### src/rtl/snake_pkg.sv
// rtl/snake_pkg.sv - shared phase encoding, turn codes and delay width for the snake tick scheduler
package snake_pkg;

    localparam int DELAY_W = 5;

    typedef enum logic [1:0] {
        PH_PLAY  = 2'b00,
        PH_HOLD  = 2'b01,
        PH_CLEAR = 2'b10
    } phase_t;

    typedef enum logic [1:0] {
        TURN_NONE  = 2'b00,
        TURN_RIGHT = 2'b01,
        TURN_LEFT  = 2'b10
    } turn_t;

endpackage

### src/rtl/snake_key_debounce.sv
// rtl/snake_key_debounce.sv - 2-flop key synchronizer, optional debounce (SNAKE_KEY_DEBOUNCE_EN), press edge
module snake_key_debounce #(
    parameter int DEB_CYCLES = 50000
) (
    input  logic clk,
    input  logic rst,
    input  logic key_raw,
    output logic press
);

    logic sync_a;
    logic sync_b;
    logic lvl;
    logic lvl_prev;

    if (DEB_CYCLES < 1) begin : g_bad_deb
        $error("DEB_CYCLES must be at least 1");
    end

    always_ff @(posedge clk or posedge rst) begin
        if (rst) begin
            sync_a <= 1'b1;
            sync_b <= 1'b1;
        end else begin
            sync_a <= key_raw;
            sync_b <= sync_a;
        end
    end

`ifdef SNAKE_KEY_DEBOUNCE_EN
    localparam int DW = (DEB_CYCLES > 1) ? $clog2(DEB_CYCLES) : 1;

    logic [DW-1:0] stable_cnt;
    logic          deb_lvl;

    // Counts consecutive samples that disagree with the accepted level.
    always_ff @(posedge clk or posedge rst) begin
        if (rst) begin
            deb_lvl    <= 1'b1;
            stable_cnt <= '0;
        end else if (sync_b == deb_lvl) begin
            stable_cnt <= '0;
        end else if (stable_cnt == DW'(DEB_CYCLES - 1)) begin
            deb_lvl    <= sync_b;
            stable_cnt <= '0;
        end else begin
            stable_cnt <= stable_cnt + 1'b1;
        end
    end

    assign lvl = deb_lvl;
`else
    assign lvl = sync_b;
`endif

    always_ff @(posedge clk or posedge rst) begin
        if (rst) begin
            lvl_prev <= 1'b1;
        end else begin
            lvl_prev <= lvl;
        end
    end

    assign press = lvl_prev & ~lvl;

endmodule

### src/rtl/snake_tick_sched.sv
// rtl/snake_tick_sched.sv - snake move-tick scheduler: period counter, turn latch, PLAY/HOLD/CLEAR FSM (SNAKE_KEY_DEBOUNCE_EN)
module snake_tick_sched
    import snake_pkg::*;
#(
    parameter int CLK_PER_UNIT = 20000,
    parameter int DELAY_INIT   = 20,
    parameter int DELAY_MIN    = 10,
    parameter int MSG_TICKS    = 20,
    parameter int DEB_CYCLES   = 50000
) (
    input  logic               clockInp,
    input  logic               rst,
    input  logic [1:0]         KEY,
    input  logic               game_over,
    input  logic               level_up,
    output logic               move_tick,
    output logic [1:0]         turn,
    output logic [1:0]         phase,
    output logic               msg_clear,
    output logic [DELAY_W-1:0] delay_cur
);

    localparam int CNT_W = 24;
    localparam int HW    = $clog2(MSG_TICKS + 1);

    phase_t             state;
    phase_t             state_nxt;
    logic [CNT_W-1:0]   cnt;
    logic [CNT_W-1:0]   period;
    logic [DELAY_W-1:0] delay_r;
    logic [HW-1:0]      hold_cnt;
    turn_t              pend_turn;
    turn_t              press_code;
    logic               press_right;
    logic               press_left;
    logic               tick_evt;
    logic               play_evt;

    snake_key_debounce #(.DEB_CYCLES(DEB_CYCLES)) u_key_right (
        .clk     (clockInp),
        .rst     (rst),
        .key_raw (KEY[0]),
        .press   (press_right)
    );

    snake_key_debounce #(.DEB_CYCLES(DEB_CYCLES)) u_key_left (
        .clk     (clockInp),
        .rst     (rst),
        .key_raw (KEY[1]),
        .press   (press_left)
    );

    assign period     = CNT_W'(CLK_PER_UNIT) * CNT_W'(delay_r);
    assign tick_evt   = (cnt == period - 1'b1);
    assign play_evt   = (state == PH_PLAY) && (game_over || level_up);
    assign press_code = press_right ? TURN_RIGHT : (press_left ? TURN_LEFT : TURN_NONE);

    always_comb begin
        state_nxt = state;
        case (state)
            PH_PLAY:  if (game_over || level_up) state_nxt = PH_HOLD;
            PH_HOLD:  if (tick_evt && hold_cnt == HW'(MSG_TICKS - 1)) state_nxt = PH_CLEAR;
            PH_CLEAR: state_nxt = PH_PLAY;
            default:  state_nxt = PH_PLAY;
        endcase
    end

    always_ff @(posedge clockInp or posedge rst) begin
        if (rst) begin
            state     <= PH_PLAY;
            cnt       <= '0;
            delay_r   <= DELAY_W'(DELAY_INIT);
            hold_cnt  <= '0;
            pend_turn <= TURN_NONE;
        end else begin
            state <= state_nxt;

            // A delay change or a return to PLAY starts a fresh period.
            if (state == PH_CLEAR || play_evt || tick_evt) begin
                cnt <= '0;
            end else begin
                cnt <= cnt + 1'b1;
            end

            if (state == PH_PLAY && game_over) begin
                delay_r <= DELAY_W'(DELAY_INIT);
            end else if (state == PH_PLAY && level_up && delay_r > DELAY_W'(DELAY_MIN)) begin
                delay_r <= delay_r - 1'b1;
            end

            if (state != PH_HOLD) begin
                hold_cnt <= '0;
            end else if (tick_evt) begin
                hold_cnt <= hold_cnt + 1'b1;
            end

            // On a tick the latch empties and any press in that cycle opens the next window.
            if (state != PH_PLAY || play_evt) begin
                pend_turn <= TURN_NONE;
            end else if (tick_evt || pend_turn == TURN_NONE) begin
                pend_turn <= press_code;
            end
        end
    end

    assign move_tick = (state == PH_PLAY) && tick_evt;
    assign turn      = move_tick ? pend_turn : TURN_NONE;
    assign phase     = state;
    assign msg_clear = (state == PH_CLEAR);
    assign delay_cur = delay_r;

endmodule

### config.mk
export PLATFORM = sky130hd
export DESIGN_NAME = snake_tick_sched
export DESIGN_NICKNAME = d
export VERILOG_FILES = /design/src/rtl/snake_pkg.sv /design/src/rtl/snake_key_debounce.sv /design/src/rtl/snake_tick_sched.sv
export SDC_FILE = /design/constraint.sdc
export NUM_CORES = 1
export LEC_CHECK = 0
export CAP_MARGIN = 10
export CORE_MARGIN = 4
export CORE_UTILIZATION = 55
export CTS_CLUSTER_SIZE = 28
export DETAILED_ROUTE_END_ITERATION = 10
export PLACE_DENSITY = 0.74
export SYNTH_ARGS = -nofsm -noshare
export SYNTH_HDL_FRONTEND = slang
export SYNTH_SLANG_ARGS = --single-unit
### constraint.sdc
create_clock -name clockInp -period 10.1 [get_ports clockInp]
set_input_delay 2.02 -clock clockInp [delete_from_list [all_inputs] [get_ports clockInp]]
set_output_delay 2.02 -clock clockInp [all_outputs]
set_load 0.05 [all_outputs]
Yosys cells after proc, flatten, opt, wreduce, memory -nomap -nowiden --
Cells that the tools add are included.
Cells by class: $add $sub $neg 4, $mul 1, div/mod/pow operators 0, order comparisons 1, equal/unequal tests 7, shifts and indexed selects 0, muxes and demuxes 13, bitwise logic cells 4, reduce and logical (&&, ||, !) cells 18
Operator list (count):
- $add 24x1->24 const B | 1
- $eq 24x24->1 | 1
- $mux 24 | 1
- $sub 20x1->21 const B | 1
- $mux 5 | 4
- $mul 10x5->15 const A | 1
- $mux 2 | 7
- $reduce_bool 2->1 | 4
- $logic_and 1x1->1 | 6
- $add 5x1->5 const B | 1
- $eq 5x5->1 const B | 1
- $gt 5x4->1 const B | 1
- $logic_or 1x1->1 | 5
- $sub 5x1->5 const B | 1
- $logic_not 2->1 | 2
- $ne 2x2->1 const B | 2
- $pmux 2 s2 | 1
- $and 1x1->1 | 2
- $eq 2x1->1 const B | 1
- $eq 2x2->1 const B | 1
- $ne 2x1->1 const B | 1
- $not 1->1 | 2
- $reduce_and 2->1 | 1
Storage, ports and cells: bits in registers 44, bits in latches 0, RAM bits 0, ROM bits 0, bits of input ports 6, output and inout port bits 11, word-level logic and storage cells 59, memories 0

Longest topological paths before layout --
word-level depth 6, depth in mapped cells 18, depth with buffers taken out 15

By module --
Synthesis repeated with hierarchy kept, for this count alone.
Second synthesis, totals: cells, all modules 399, area, all modules 3612.2 um^2
By module, submodules not included:
- snake_tick_sched | instances 1, cells each 389, area each 3419.5 um^2
- snake_key_debounce | instances 2, cells each 5, area each 96.3 um^2

Worst setup path before layout --
Ideal clock, no wire load.
path kind reg2out, start reg delay_r[3] (netlist: delay_cur[3]), end out turn[0], data arrival time 4814 ps, data required time 8080 ps, slack 3266 ps, cell stages (with the launch flop) 15, path buffers 2, path through dfrtp_1 fa_1 ha_1 fa_1 ha_1 buf_6 a21o_1 a31o_4 o221a_1 or3b_1 a2111oi_2 o2111ai_1 a211oi_2 buf_2 and3_1
On the way: longest elaborated chain between the ends 5
Ends and longest elaborated chain:
- start, declared | RTL line snake_tick_sched.sv:30 | logic [DELAY_W-1:0] delay_r;
- start signal, assigned | RTL line snake_tick_sched.sv:72 | delay_r <= DELAY_W'(DELAY_INIT);
- start signal, assigned | RTL line snake_tick_sched.sv:86 | delay_r <= DELAY_W'(DELAY_INIT);
- start signal, assigned | RTL line snake_tick_sched.sv:88 | delay_r <= delay_r - 1'b1;
- $mul 10x5->15 | RTL line snake_tick_sched.sv:53 | assign period = CNT_W'(CLK_PER_UNIT) * CNT_W'(delay_r);
- $sub 20x1->21 | RTL line snake_tick_sched.sv:54 | assign tick_evt = (cnt == period - 1'b1);
- $eq 24x24->1 | RTL line snake_tick_sched.sv:54
- $logic_and 1x1->1 | RTL line snake_tick_sched.sv:106 | assign move_tick = (state == PH_PLAY) && tick_evt;
- $mux 2 | RTL line snake_tick_sched.sv:107 | assign turn = move_tick ? pend_turn : TURN_NONE;
- end, declared | RTL line snake_tick_sched.sv:17 | output logic [1:0] turn,
Every way passes these cells.

Worst setup path after layout --
Same ends and word-level chain as after synthesis.

==> reports/qor.txt <==
Max Cap Viol = 0
PwrDens = 111.0 nW/µm²
Seq/Total Area, Yosys = 30.83%
WS Path Type = reg2out
maximum number of pins on one net before global-route repair = 45
Post-CTS Setup Inserts = 0
setup_tns = 0 ns
first-pass iteration count of the detailed router = 5
Worst Hold Launch = u_key_left.sync_a
total CTS buffers = 5
Place WS = 2.550 ns
Period minus WS final = 7.954 ns
post-synthesis sequential element count = 44
CTS tree = done
Skew-Pair Late Insertion Delay = 0.29 ns
Max Slew Vio Count = 0
cts hold-fix bufs = 0
sequential cell area = 1111 µm²
clock skew = 0.008084 ns
full die area = 7910 µm²
share of layout cells above drive strength 1 = 12.24%
routed vias/inst = 5.839
CP Cell Sequence = fa_1 > ha_1 > fa_1 > ha_1 > a21o_1 > a31o_4 > or3_4 > a21oi_1 > nand4_1 > a221o_1 > a211oi_2 > and3_1 > clkdlybuf4s50_1
Buffers & Inverters on Critical Path = 1
die width = 88.94 µm
RR Endpoint = cnt[2]
core area = 6350 µm²
nets@finish = 424
Layout area overhead = 7.951%
Cell variety after synth = 61
Crit Path Max Fanout = 13
outcome = finished clean
setup ws final = 2.146 ns
Netlist Area Pre-Place = 3603 µm²
Hold Vio Cnt, Final = 0
Initial DRC Count = 152
CTS resizes = 0
Max transition margin = 30.78%
hpwl dp = 5248 µm
area of the multi-input gates = 2313 µm²
depth of the worst register-to-register path = 13
gr usage total = 19.07%
EDFF count, synth = 0
RSZ-0062 raised after global routing = no
vias in the first global route = 2578
Final period util = 78.75%
Die Y = 88.94 µm
synthesized instance count = 369
CP endpoint kind = primary output
ys flop type = dfrtp_1
initial antenna violation count = 0
startpoint types = flip-flop
R2R Path Start = delay_cur[3]
antenna viol nets, final = 0
post-synth net total = 410
Starting Density = 56.75%
ys async rst share = 100.0%
final setup fails = 0
Hold Path Depth = 0
DR WL/cell = 14.82 µm
Final Wtd Congestion = 0.9099
via count = 2692
leakage power = 1.620 nW
commonest non-fill, non-tap cell in the layout = dfrtp_1
global-route wire length before repair = 11990 µm
CP delay by family, top = compound AO/OA/AOI/OAI gates
CTS H-Tree Depth = 2
Cell Rows = 29
Mapped Avg Cell Area = 9.765 µm²
total gr overflow = 0
CP arrival = 5.93 ns
I/O Pins = 17
max incr delay on CP = 0.80 ns
clk sinks = 44
DRC violations left = 0
Worst Path Required = 8.08 ns
Max Fclk = 125.7 MHz
R2R setup slack = 4.28 ns
Clock transition at path regs = 0.08 ns
synth warn = 0
number of fill cells = 528
Worst Max-Slew Pin Slew = 1.038 ns
slowest cell on the critical path = clkdlybuf4s50_1
clock buffer depth = 2
Worst Hold Class = reg2reg
Root Buffer = clkbuf_8
Hold Crit Endpoint = u_key_left.lvl
DRT Wirelength = 6834 µm
Port-buffer cells = 16
most frequent cells in the layout = 36 x dfrtp_1, 31 x ha_1, 30 x xnor2_1
ANT cells = 0
worst-case vdd ir drop = 0.1066 mV
worst max-delay path by stage:
stage                 startpoint       to  slack (ns)  cells past startpoint
floorplan           delay_cur[3]  turn[0]        3.27                     14
CTS                 delay_cur[3]  turn[0]        2.20                     13
global route        delay_cur[3]  turn[0]        1.85                     13
detailed placement  delay_cur[3]  turn[0]        2.55                     13
finish              delay_cur[3]  turn[0]        2.15                     13
global placement    delay_cur[3]  turn[0]        2.65                     13
logic make-up after synthesis:
group / Yosys count / synth area share [%]
AOI/OAI and AO/OA: 62 / 12.60
xor gates and xnor gates: 49 / 13.44
adders and majority gates: 35 / 12.99
buffers and inverters: 35 / 5.000
DFF: 44 / 30.83
muxes: 4 / 1.111
and+or+nand+nor: 140 / 24.03
where the power goes:
part / internal (mW) / total [mW] / switching (mW)
combinational: 0.0380 / 0.0765 / 0.0385
sequential: 0.198 / 0.223 / 0.0253
clock: 0.0734 / 0.132 / 0.0584
layer usage:
| layer | routed length [µm] | GRT usage (%) | up-vias |
|---|---|---|---|
| li1 | - | - | 1323 |
| met1 | 3247 | 26.92 | 1287 |
| met2 | 3176 | 30.09 | 72 |
| met3 | 321 | 2.857 | 10 |
| met4 | 89 | 6.495 | 0 |
| met5 | 0 | 0 | - |
flip-flops by register name, summed over array words and instances (netlist names):
register,flops
u_key_left.lvl_prev,1
u_key_right.lvl_prev,1
pend_turn,2
u_key_right.sync_a,1
delay_cur,5
phase,2
hold_cnt,5
u_key_left.lvl,1
cnt,24
u_key_right.lvl,1
u_key_left.sync_a,1
area by class of cell:
type / count / share of cell area [%]
multi-input combinational: 290 / 59.47
sequential: 44 / 28.56
timing repair buffer: 17 / 4.310
tap: 77 / 2.477
inverter: 25 / 2.412
clock buffer: 6 / 1.866
clock inverter: 2 / 0.9006
cell usage after synthesis (5+ instances only):
cell type  instances  area (µm²)
nand2_1           16       60.06
dfstp_2            8       210.2
xnor2_1           30       262.8
dfrtp_1           36       900.9
nand3_1           16       80.08
nor2b_1            8       50.05
and2_1             5       31.28
inv_1             23       86.33
xor2_1            15       131.4
nor3_1             8       40.04
ha_1              31       387.9
nand4_1            6       37.54
nor2_1            25       93.84
and3_1             9       56.30
a21oi_1           19       95.09
a21o_1             5       37.54
o21ai_0            7       35.03
clkbuf_1           5       18.77
nor2_4            18       202.7
through the flow:
stage	std cells	hold slack (ns)	utilization [%]	power, mW	area, µm²
finish	461	0.3589	61.26	0.4318	3890
global route	461	0.3618	61.26	0.4583	3890
CTS	461	0.3604	61.26	0.4357	3890
detailed placement	453	0.3481	59.57	0.3035	3782
global placement	453	0.3513	59.57	0.3010	3782
floorplan	369	0.3452	-	0.2876	3603
No activity file was read; power rests on OpenSTA's default activity.
